===== src/rtl/apb_timer_slave.sv =====
// APB timer slave: 32-bit down-counter with 8-bit prescaler, auto-reload,
// sticky expiry flag and level interrupt. prdata is zero whenever unselected.
module apb_timer_slave #(
  parameter int unsigned PSEL_BIT = 0
) (
  input  logic        hclk,
  input  logic        hresetn,
  input  logic [2:0]  psel,
  input  logic        penable,
  input  logic        pwrite,
  input  logic [31:0] paddr,
  input  logic [31:0] pwdata,
  output logic [31:0] prdata,
  output logic        irq
);

  typedef enum logic [1:0] {
    REG_CTRL   = 2'b00,
    REG_LOAD   = 2'b01,
    REG_COUNT  = 2'b10,
    REG_STATUS = 2'b11
  } reg_addr_e;

  logic        sel;
  logic        wr_commit;
  logic        rd_setup;
  reg_addr_e   addr;
  logic        tick;
  logic        expire;
  logic [31:0] rdata;
  logic        unused_ok;

  logic        en_q, en_d;
  logic        auto_q, auto_d;
  logic        irq_en_q, irq_en_d;
  logic [7:0]  presc_q, presc_d;
  logic [31:0] load_q, load_d;
  logic [31:0] count_q, count_d;
  logic        expired_q, expired_d;
  logic [7:0]  presc_cnt_q, presc_cnt_d;
  logic [31:0] prdata_q, prdata_d;

  assign sel       = psel[PSEL_BIT];
  assign wr_commit = sel & penable & pwrite;
  assign rd_setup  = sel & ~penable & ~pwrite;
  assign addr      = reg_addr_e'(paddr[3:2]);
  assign unused_ok = ^{psel, paddr[31:4], paddr[1:0]};

  always_comb begin
    unique case (addr)
      REG_CTRL:   rdata = {16'h0000, presc_q, 5'b00000, irq_en_q, auto_q, en_q};
      REG_LOAD:   rdata = load_q;
      REG_COUNT:  rdata = count_q;
      REG_STATUS: rdata = {31'h0000_0000, expired_q};
      default:    rdata = '0;
    endcase
  end

  always_comb begin
    en_d        = en_q;
    auto_d      = auto_q;
    irq_en_d    = irq_en_q;
    presc_d     = presc_q;
    load_d      = load_q;
    count_d     = count_q;
    expired_d   = expired_q;
    presc_cnt_d = '0;
    prdata_d    = prdata_q;
    expire      = 1'b0;

    tick = en_q && (presc_cnt_q == presc_q);
    if (en_q && !tick) begin
      presc_cnt_d = presc_cnt_q + 8'd1;
    end

    if (tick) begin
      if (count_q > 32'd1) begin
        count_d = count_q - 32'd1;
      end else if (count_q == 32'd1) begin
        expire  = 1'b1;
        count_d = auto_q ? load_q : '0;
      end
    end

    // A LOAD write overrides any same-cycle tick, including its expiry.
    if (wr_commit) begin
      unique case (addr)
        REG_CTRL: begin
          en_d     = pwdata[0];
          auto_d   = pwdata[1];
          irq_en_d = pwdata[2];
          presc_d  = pwdata[15:8];
        end
        REG_LOAD: begin
          load_d  = pwdata;
          count_d = pwdata;
          expire  = 1'b0;
        end
        REG_STATUS: begin
          if (pwdata[0]) begin
            expired_d = 1'b0;
          end
        end
        default: ;
      endcase
    end

    if (expire) begin
      expired_d = 1'b1;
    end

    if (!sel) begin
      prdata_d = '0;
    end else if (rd_setup) begin
      prdata_d = rdata;
    end
  end

  always_ff @(posedge hclk or negedge hresetn) begin
    if (!hresetn) begin
      en_q        <= 1'b0;
      auto_q      <= 1'b0;
      irq_en_q    <= 1'b0;
      presc_q     <= '0;
      load_q      <= '0;
      count_q     <= '0;
      expired_q   <= 1'b0;
      presc_cnt_q <= '0;
      prdata_q    <= '0;
    end else begin
      en_q        <= en_d;
      auto_q      <= auto_d;
      irq_en_q    <= irq_en_d;
      presc_q     <= presc_d;
      load_q      <= load_d;
      count_q     <= count_d;
      expired_q   <= expired_d;
      presc_cnt_q <= presc_cnt_d;
      prdata_q    <= prdata_d;
    end
  end

  assign prdata = prdata_q;
  assign irq    = expired_q & irq_en_q;

endmodule


===== config.mk =====
export PLATFORM = sky130hd
export DESIGN_NAME = apb_timer_slave
export DESIGN_NICKNAME = d
export VERILOG_FILES = /design/src/rtl/apb_timer_slave.sv
export SDC_FILE = /design/constraint.sdc
export NUM_CORES = 1
export LEC_CHECK = 0
export ABC_AREA = 1
export BUFFER_PORTS_ARGS = -buffer_cell sky130_fd_sc_hd__buf_2
export CAP_MARGIN = 20
export CORE_MARGIN = 2
export CORE_UTILIZATION = 52
export CTS_CLUSTER_SIZE = 30
export DETAILED_ROUTE_END_ITERATION = 7
export MAX_ROUTING_LAYER = met4
export PLACE_DENSITY = 0.8
export SKIP_CTS_REPAIR_TIMING = 1
export SYNTH_ARGS = -nofsm -noshare
export SYNTH_HDL_FRONTEND = slang
export SYNTH_SLANG_ARGS = --single-unit

===== constraint.sdc =====
create_clock -name hclk -period 1.7 [get_ports hclk]
set_input_delay 0.34 -clock hclk [delete_from_list [all_inputs] [get_ports hclk]]
set_output_delay 0.34 -clock hclk [all_outputs]
set_load 0.01 [all_outputs]

Word-level counts from Yosys, hierarchy flattened

Cells that the tools add are included.

Add/sub/neg operators: 2
Order comparisons: 1
Equality and inequality tests: 6
Multiplexer cells: 19
Bitwise operators: 7
Reductions and logical operators: 10

Operators with widths:

| cell                                                                     | number |
|---|---|
| 32-bit two-way mux                                                       | 8 |
| 32-bit case mux with 4 select lines                                      | 1 |
| 32-bit by 1-bit == test with 1-bit output (second input constant)        | 1 |
| 32-bit by 1-bit > comparator with 1-bit output (second input constant)   | 1 |
| 32-bit by 1-bit subtractor with 32-bit output (second input constant)    | 1 |
| 1-bit two-way mux                                                        | 9 |
| 8-bit by 1-bit adder with 8-bit output (second input constant)           | 1 |
| 8-bit == test                                                            | 1 |
| 8-bit two-way mux                                                        | 1 |
| 2-bit nonzero test                                                       | 3 |
| 1-bit bitwise AND                                                        | 5 |
| 2-bit == test (second input constant)                                    | 2 |
| 2-bit AND reduction                                                      | 2 |
| 3-bit AND reduction                                                      | 1 |
| 2-bit by 1-bit == test with 1-bit output (second input constant)         | 1 |
| 1-bit logical AND                                                        | 2 |
| 2-bit logical NOT                                                        | 1 |
| 2-bit by 1-bit inequality test with 1-bit output (second input constant) | 1 |
| 1-bit NOT                                                                | 2 |
| 1-bit logical NOT                                                        | 1 |

Register bits: 116
Input bits: 71
Output and inout bits: 33
Word-level logic and storage cells: 54

Longest topological paths before layout

Gate-level depths: netlist of the first run.

Depth after elaboration: 8
Gate-level depth with buffers: 13
Gate-level depth less buffers: 13

Least setup slack after synthesis of the first run

Ideal clock, no wire load.

Path type: register to register
Start point: register count_q[0]
End point: register count_q[1]
Arrival: 1562 ps
Required time: 1583 ps
Setup slack: 21 ps
Stages on the path, launching flop included: 13
Buffers on the path: 1
Cells stage by stage: dfrtp_1 inv_1 ha_1 nand2_2 nor2_4 nand2_2 nand2_1 nand2_1 buf_2 a21oi_1 nand2_1 nand3_1 nand2_1

Longest elaborated chain between the ends: 6
Elaborated cells on any way between the ends: 8

Ends and longest elaborated chain:

| item                                                                                                  | RTL line | RTL |
|---|---|---|
| start, declared                                                                                       | 38       | `logic [31:0] count_q, count_d;` |
| start signal, assigned                                                                                | 136      | `count_q <= count_d;` |
| parallel branches: the longest is 2 deep, another holds 32-bit by 1-bit subtractor with 32-bit output | n/a      |  |
| 32-bit two-way mux *                                                                                  | 77       | `if (count_q > 32'd1) begin` |
| 32-bit two-way mux *                                                                                  | 76       | `if (tick) begin` |
| 32-bit two-way mux                                                                                    | 87       | `unique case (addr)` |
| 32-bit two-way mux *                                                                                  | 86       | `if (wr_commit) begin` |
| net count_d[1]                                                                                        | 38       |  |

Mark *: on every way through the listed nets, which the timed path passes.
A chain may end at the register's enable or synchronous reset.

Worst setup path after layout of the first run

Start point: register count_q[1]
End point: register count_q[27]

Same word-level chain as after synthesis.

==> results of run 1 <==
## kinds of logic (layout without fill, tap and decap cells)
| family | Yosys count | after routing | share of synthesized area |
|---|---|---|---|
| buffers and inverters | 138 | 311 | 0.08273 |
| flip-flops | 116 | 116 | 0.4422 |
| multiplexers | 7 | 7 | 0.01201 |
| adder cells (fa/ha/maj) | 3 | 3 | 0.005719 |
| AND/OR/NAND/NOR | 446 | 447 | 0.3006 |
| AO/OA/AOI/OAI | 152 | 152 | 0.1247 |
| XOR/XNOR | 24 | 24 | 0.03202 |
## how the worst max path moves through the flow
stage | start | endpoint | slack, ps | cells after the start
after detailed placement | count_q[0]$_DFF_PN0_ | count_q[5]$_DFF_PN0_ | -200 | 12
after floorplan | count_q[0]$_DFF_PN0_ | count_q[1]$_DFF_PN0_ | 20 | 12
final | count_q[1]$_DFF_PN0_ | count_q[27]$_DFF_PN0_ | -150 | 12
after global placement | count_q[0]$_DFF_PN0_ | count_q[5]$_DFF_PN0_ | -120 | 12
after CTS | count_q[0]$_DFF_PN0_ | count_q[5]$_DFF_PN0_ | -220 | 12
after global routing | count_q[5]$_DFF_PN0_ | count_q[28]$_DFF_PN0_ | -230 | 12
## metrics by stage
step / std cells / TNS, ps
final: 1232 / -2981
after detailed placement: 1187 / -2549
after floorplan: 886 / 0
after CTS: 1219 / -3329
after global routing: 1232 / -5863
after global placement: 1187 / -1190
## state kept, by name, indices dropped and copies added (netlist names)
name / count
presc_q: 8
en_q: 1
expired_q: 1
irq_en_q: 1
prdata: 32
presc_cnt_q: 8
load_q: 32
auto_q: 1
count_q: 32
## synthesized netlist by cell type (4+ instances only)
cell type  number
a21oi_1        45
buf_1           7
buf_2           9
clkbuf_1       23
dfrtp_1       116
inv_1          93
mux2_2          7
nand2_1       224
nand2_2         5
nand3_1       114
nand3_2         4
nand4_1         4
nor2_1         69
nor2_2          6
nor3_1          5
o21ai_0        55
o21ai_1        14
o22ai_1        31
xnor2_1         6
xor2_1         18
## worst min-delay path, cell delays in order
cell     delay (ps)
buf_2            80
nand2_1          50
nand2_1          60
## power by group
group	total, µW	switching, µW	leakage, µW	internal [µW]
registers	3800	457	0.00148	3340
logic	4170	2310	0.00273	1850
clock network	4210	1290	0.000332	2920
## routing by layer
metal	vias to the layer above	GRT usage
li1	3222	-
met1	3267	0.3852
met2	322	0.4779
met3	67	0.06331
met4	0	0.1286
met5	-	-
## final cells by class
type | instances | area (µm²) | share of cell area
Sequential cell | 116 | 2903 | 0.3286
Clock buffer | 18 | 439.2 | 0.04972
Timing Repair Buffer | 182 | 1330 | 0.1506
Clock inverter | 14 | 256.5 | 0.02904
Tap cell | 172 | 215.2 | 0.02436
Inverter | 97 | 369.1 | 0.04178
Multi-Input combinational cell | 633 | 3321 | 0.3759
## cell usage in the layout, fill, tap and decap left out, types with 2 or more instances in the layout
master,count
buf_2,70
clkbuf_16,18
nand4_1,4
ha_4,2
and3_1,2
clkinv_2,3
inv_4,2
nor3_1,5
xor2_1,18
o21ai_0,49
nand3b_1,2
clkinvlp_4,3
dfrtp_1,116
xnor2_1,6
nand2_2,12
nand3_1,112
o21ai_1,20
o22ai_1,31
inv_2,7
o211ai_1,3
buf_12,8
buf_6,5
nor3b_1,3
nand3_2,5
a21oi_1,44
nor2_4,13
buf_4,97
inv_1,88
nor2_2,16
mux2_2,7
bufinv_16,7
nand2_1,213
nand2_4,7
nor2_1,50
==> results.json, run 1 <==
{
  "outcome": "finished with violations",
  "failed_checks": "negative setup slack",
  "route.met2.wl_um": 9315,
  "start_kind": "register",
  "n_antenna_cell": 0,
  "clock_latency_ps": 420,
  "maxSlewViolCount": 0,
  "wl_per_cell_um": 16.11,
  "synth_seq_area_share": 0.4422,
  "holdWs_ps": 131.5,
  "power_density_mw_per_mm2": 1379,
  "hold_viol": 0,
  "final_cell_area_mm2": 0.008833,
  "core_area_mm2": 0.01247,
  "dieArea_mm2": 0.01354,
  "wl_met1_um": 8300,
  "cp_top_family": "simple AND/OR/NAND/NOR gates",
  "path_common_cell": "nand2_1",
  "finalPower_uw": 12180,
  "r2r_slack_ps": -150,
  "path_class": "register to register",
  "max_freq_ghz": 0.5416,
  "drtIter0Drc": 668,
  "path_clk_slew_ps": 50,
  "maxCapViolations": 0,
  "drive_gt1_frac": 0.2717,
  "grt_first_pass_wirelength_um": 30680,
  "die_w_um": 116.4,
  "clk_path_buf_depth": 2,
  "dp_hpwl_um": 12780,
  "routed_wirelength_um": 19850,
  "clock_sinks": 116,
  "fin_skew_ps": 8.005,
  "path_cells": "inv_2 > ha_4 > nand2_1 > nor2_2 > nand2_4 > nor2_8 > nand2_1 > inv_2 > nand2_1 > nand3_1 > nand2_1 > nand2_1",
  "min_from": "pwdata[24]",
  "grt_usage": 0.3044,
  "synth_cell_type_count": 36,
  "io_pins": 104,
  "syn-cell-area_mm2": 0.006564,
  "worst_ep_arrival_time_ps": 2200,
  "worstMarginPinSlew_ps": 423.4,
  "gp_congestion": 0.9378,
  "synth_async_sr_flop_share": 1.000,
  "dr_wl_met3_um": 1550,
  "cts-root-buf": "clkbuf_16",
  "first_global_vias": 6490,
  "highest_layer": "met4",
  "holdPathStages": 3,
  "worstReg2RegEnd": "count_q[27]$_DFF_PN0_",
  "nets": 1121,
  "final_core_util": 0.7086,
  "crit_fanout": 7,
  "start_util": 0.5265,
  "numCtsBuffers": 17,
  "grt_overflow": 0,
  "antenna_found_initial": 0,
  "synth-edff-count": 0,
  "area_growth_pct": 34.58,
  "hold_path_class": "input pin to register",
  "yosys_register_bits": 116,
  "ir_worst_vdd_uv": 813.3,
  "synth_top_area_share": 0.4422,
  "synth_cells": 886,
  "die_y_um": 116.4,
  "slew_headroom": 0.7177,
  "drc": 0,
  "slowest_delay_ps": 370,
  "min_to": "count_q[24]$_DFF_PN0_",
  "finalCriticalPeriod_ps": 1846,
  "port_buffers": 71,
  "synthTopCellsByArea": "dfrtp_1 (44%), nand2_1 (13%), nand3_1 (8.7%)",
  "ant_nets": 0,
  "synth_area_per_cell_um2": 7.408,
  "num_rows": 41,
  "fillers": 922,
  "crit_slowest_cell": "dfrtp_1",
  "path_buf_inv": 2,
  "grt_setup_unrepaired": "true",
  "cts_tree": "done",
  "firstDrtPassIters": 6,
  "p_leak_uw": 0.004541,
  "worst_r2r_path_depth": 12,
  "vias_per_cell": 5.583,
  "yosys_warnings": 0,
  "htree_levels": 4,
  "r2r-start": "count_q[1]$_DFF_PN0_",
  "finalCritPeriodShare": 1.086,
  "grt_max_degree": 60,
  "syn_nets": 960,
  "pre_cts_slack_ps": -201.8,
  "required_ps": 2050,
  "setup_ws_ps": -146.3,
  "placed_area_mm2": 0.007811,
  "finalSetupViolCount": 31,
  "yosysTopAreaCell": "dfrtp_1",
  "yosys_most_used_dff": "dfrtp_1",
  "via_count": 6878,
  "endpoint_kind": "register"
}
Power figures use the tool's default switching activity.
==> inputs of run 2 (changes only) <==
--- a/config.mk
+++ b/config.mk
@@ -5,15 +5,15 @@
 export SDC_FILE = /design/constraint.sdc
 export NUM_CORES = 1
 export LEC_CHECK = 0
-export ABC_AREA = 1
+export ABC_CLOCK_PERIOD_IN_PS = 1700
 export BUFFER_PORTS_ARGS = -buffer_cell sky130_fd_sc_hd__buf_2
 export CAP_MARGIN = 20
 export CORE_MARGIN = 2
-export CORE_UTILIZATION = 52
+export CORE_UTILIZATION = 51
 export CTS_CLUSTER_SIZE = 30
 export DETAILED_ROUTE_END_ITERATION = 7
 export MAX_ROUTING_LAYER = met4
-export PLACE_DENSITY = 0.8
+export PLACE_DENSITY = 0.79
 export SKIP_CTS_REPAIR_TIMING = 1
 export SYNTH_ARGS = -nofsm -noshare
 export SYNTH_HDL_FRONTEND = slang
==> results.json, run 2 <==
{
  "htree_levels": 4,
  "netSwitchingFraction": 0.3337,
  "final_cell_mix": "nand2_1 (143), buf_4 (128), dfrtp_1 (116)",
  "first_global_vias": 5944,
  "synth_compound_area_frac": 0.2023,
  "gp_congestion": 0.9335,
  "yosys_register_bits": 116,
  "drive_gt1_frac": 0.3715,
  "synth_top_family_by_area": "compound AO/OA/AOI/OAI gates",
  "syn_nets": 739,
  "nets": 927,
  "synth_area_per_cell_um2": 9.227,
  "firstDrtPassIters": 6,
  "setup_ws_ps": -904.0,
  "finalSetupViolCount": 33,
  "io_pins": 104,
  "worstMarginPinSlew_ps": 589.5,
  "path_class": "register to register",
  "drc": 0,
  "wl_per_cell_um": 19.07,
  "seqPwrFrac": 0.344,
  "clk_path_buf_depth": 2,
  "synthMuxAreaShare": 0.04017,
  "die_y_um": 113.7,
  "yosys_warnings": 0,
  "via_count": 6111,
  "n_antenna_cell": 0,
  "final_common_cell": "nand2_1",
  "dp_hpwl_um": 13380,
  "synth-xor-area-share": 0.04568,
  "pre_cts_slack_ps": -946.8,
  "use_met2": 0.4774,
  "clock_sinks": 116,
  "outcome": "finished with violations",
  "num_rows": 40,
  "cts-root-buf": "clkbuf_16",
  "synthTopCellsByArea": "dfrtp_1 (47%), nand2_1 (8.9%), o21ai_0 (5.7%)",
  "die_w_um": 113.7,
  "maxSlewViolCount": 0,
  "finalCriticalPeriod_ps": 2604,
  "endpoint_kind": "register",
  "power.switching_uw": 3756,
  "p_clk_frac": 0.314,
  "grt_usage": 0.3070,
  "met3_usage": 0.08023,
  "synth_async_sr_flop_share": 1.000,
  "met1_usage": 0.3866,
  "ant_nets": 0,
  "syn-cell-area_mm2": 0.006136,
  "synth_top_area_share": 0.4731,
  "finalCritPeriodShare": 1.532,
  "numCtsBuffers": 17,
  "antenna_found_initial": 0,
  "area_growth_pct": 39.62,
  "grt_max_degree": 37,
  "top_usage_layer": "met2",
  "p_leak_uw": 0.004112,
  "port_buffers": 71,
  "yosysTopAreaCell": "dfrtp_1",
  "synth_cells": 665,
  "core_area_mm2": 0.01186,
  "hold_viol": 0,
  "holdWs_ps": 146.1,
  "path_clk_slew_ps": 60,
  "yosys_most_used_dff": "dfrtp_1",
  "synth_simple_gate_area_frac": 0.1915,
  "start_kind": "register",
  "maxCapViolations": 0,
  "synthTopCellsByCount": "nand2_1 (145), dfrtp_1 (116), o21ai_0 (70)",
  "dieArea_mm2": 0.01292,
  "p_int_uw": 7499,
  "grt_overflow": 0,
  "cts_tree": "done",
  "hold_path_class": "input pin to register",
  "grt_first_pass_wirelength_um": 29880,
  "synth_adder_area_share": 0.006117,
  "start_util": 0.5173,
  "required_ps": 2040,
  "routed_wirelength_um": 19280,
  "grt_setup_unrepaired": "true",
  "failed_checks": "negative setup slack",
  "crit_fanout": 6,
  "clock_latency_ps": 420,
  "ir_worst_vdd_uv": 574.4,
  "power_density_mw_per_mm2": 1314,
  "setup_tns_ps": -27170,
  "synth_seq_area_share": 0.4731,
  "fin_skew_ps": 8.802,
  "synth.most_common_cell": "nand2_1",
  "slew_headroom": 0.6053,
  "synth_cell_type_count": 57,
  "pwr-share-comb": 0.342,
  "synth-edff-count": 0,
  "drtIter0Drc": 627,
  "max_freq_ghz": 0.3840,
  "vias_per_cell": 6.045,
  "worst_ep_arrival_time_ps": 2950
}
run 2: cell types whose count changed in the layout (fill, tap and decap cells not counted), moves of 17 or more:
cell / change
nor2_1: -20
buf_4: +31
a22oi_1: +21
a221oi_2: +17
inv_1: -82
o22ai_1: -30
nand3_1: -98
nand2_1: -70
run 2: cells by family (layout without fill, tap and decap cells):
family | count (synthesis) | count (layout)
flops | 116 | 116
simple gates | 257 | 258
compound gates | 180 | 180
xor+xnor | 32 | 32
mux | 22 | 22
fa+ha+maj | 3 | 3
buf+inv | 55 | 253
run 2: worst max-delay path: stages, from the launching register on:
cell and delay (ps):
dfrtp_1 370, or4_4 550, or4_4 470, nor4_4 210, buf_6 180, and3_4 240
buf_6 110, buf_12 120, a22oi_2 80, a31oi_1 180
run 2: cell type report:
| type | count | area [µm²] |
|---|---|---|
| clock inverter | 4 | 70.07 |
| timing repair buffer | 217 | 1615 |
| clock buffer | 26 | 509.2 |
| inverter | 6 | 22.52 |
| sequential | 116 | 2903 |
| tap | 147 | 183.9 |
| fill | 826 | 3294 |
| multi-input combinational | 495 | 3263 |
run 2: per-layer routing:
| metal | up-vias | wire, µm |
|---|---|---|
| li1 | 2752 | - |
| met1 | 2983 | 7882 |
| met2 | 323 | 9304 |
| met3 | 53 | 1650 |
| met4 | 0 | 441 |
| met5 | - | 0 |
run 2: power by group through the flow:
stage               sequential [µW]  combinational [µW]  clock (µW)
floorplan                      3950                1670           0
global placement               3840                3300           0
CTS                            3840                3460        3550
detailed placement             3860                3420           0
finish                         3880                3850        3530
global route                   3940                4140        3680
run 2: path summary, 6_finish.rpt:
kind | start | endpoint | depth (start not counted) | slack (ps)
worst max-delay path | count_q[19]$_DFF_PN0_ | count_q[9]$_DFF_PN0_ | 9 | -900
worst min-delay path | pwdata[27] | load_q[27]$_DFFE_PN0P_ | 3 | 150
worst max register to register | count_q[19]$_DFF_PN0_ | count_q[9]$_DFF_PN0_ | 9 | -900
worst min register to register | prdata[23]$_DFFE_PN0P_ | prdata[23]$_DFFE_PN0P_ | 2 | 470
max in group asynchronous | hresetn | count_q[30]$_DFF_PN0_ | 3 | 670
min in group asynchronous | hresetn | presc_q[0]$_DFFE_PN0P_ | 2 | 440
run 2: per-stage QoR:
step	util	cell area (µm²)	total power [µW]	std cells
finish	0.7223	8567	11260	1011
global route	0.7223	8567	11760	1011
detailed placement	0.6360	7543	7278	965
global placement	0.6360	7543	7137	965
floorplan	-	6176	5617	665
CTS	0.6848	8123	10840	995
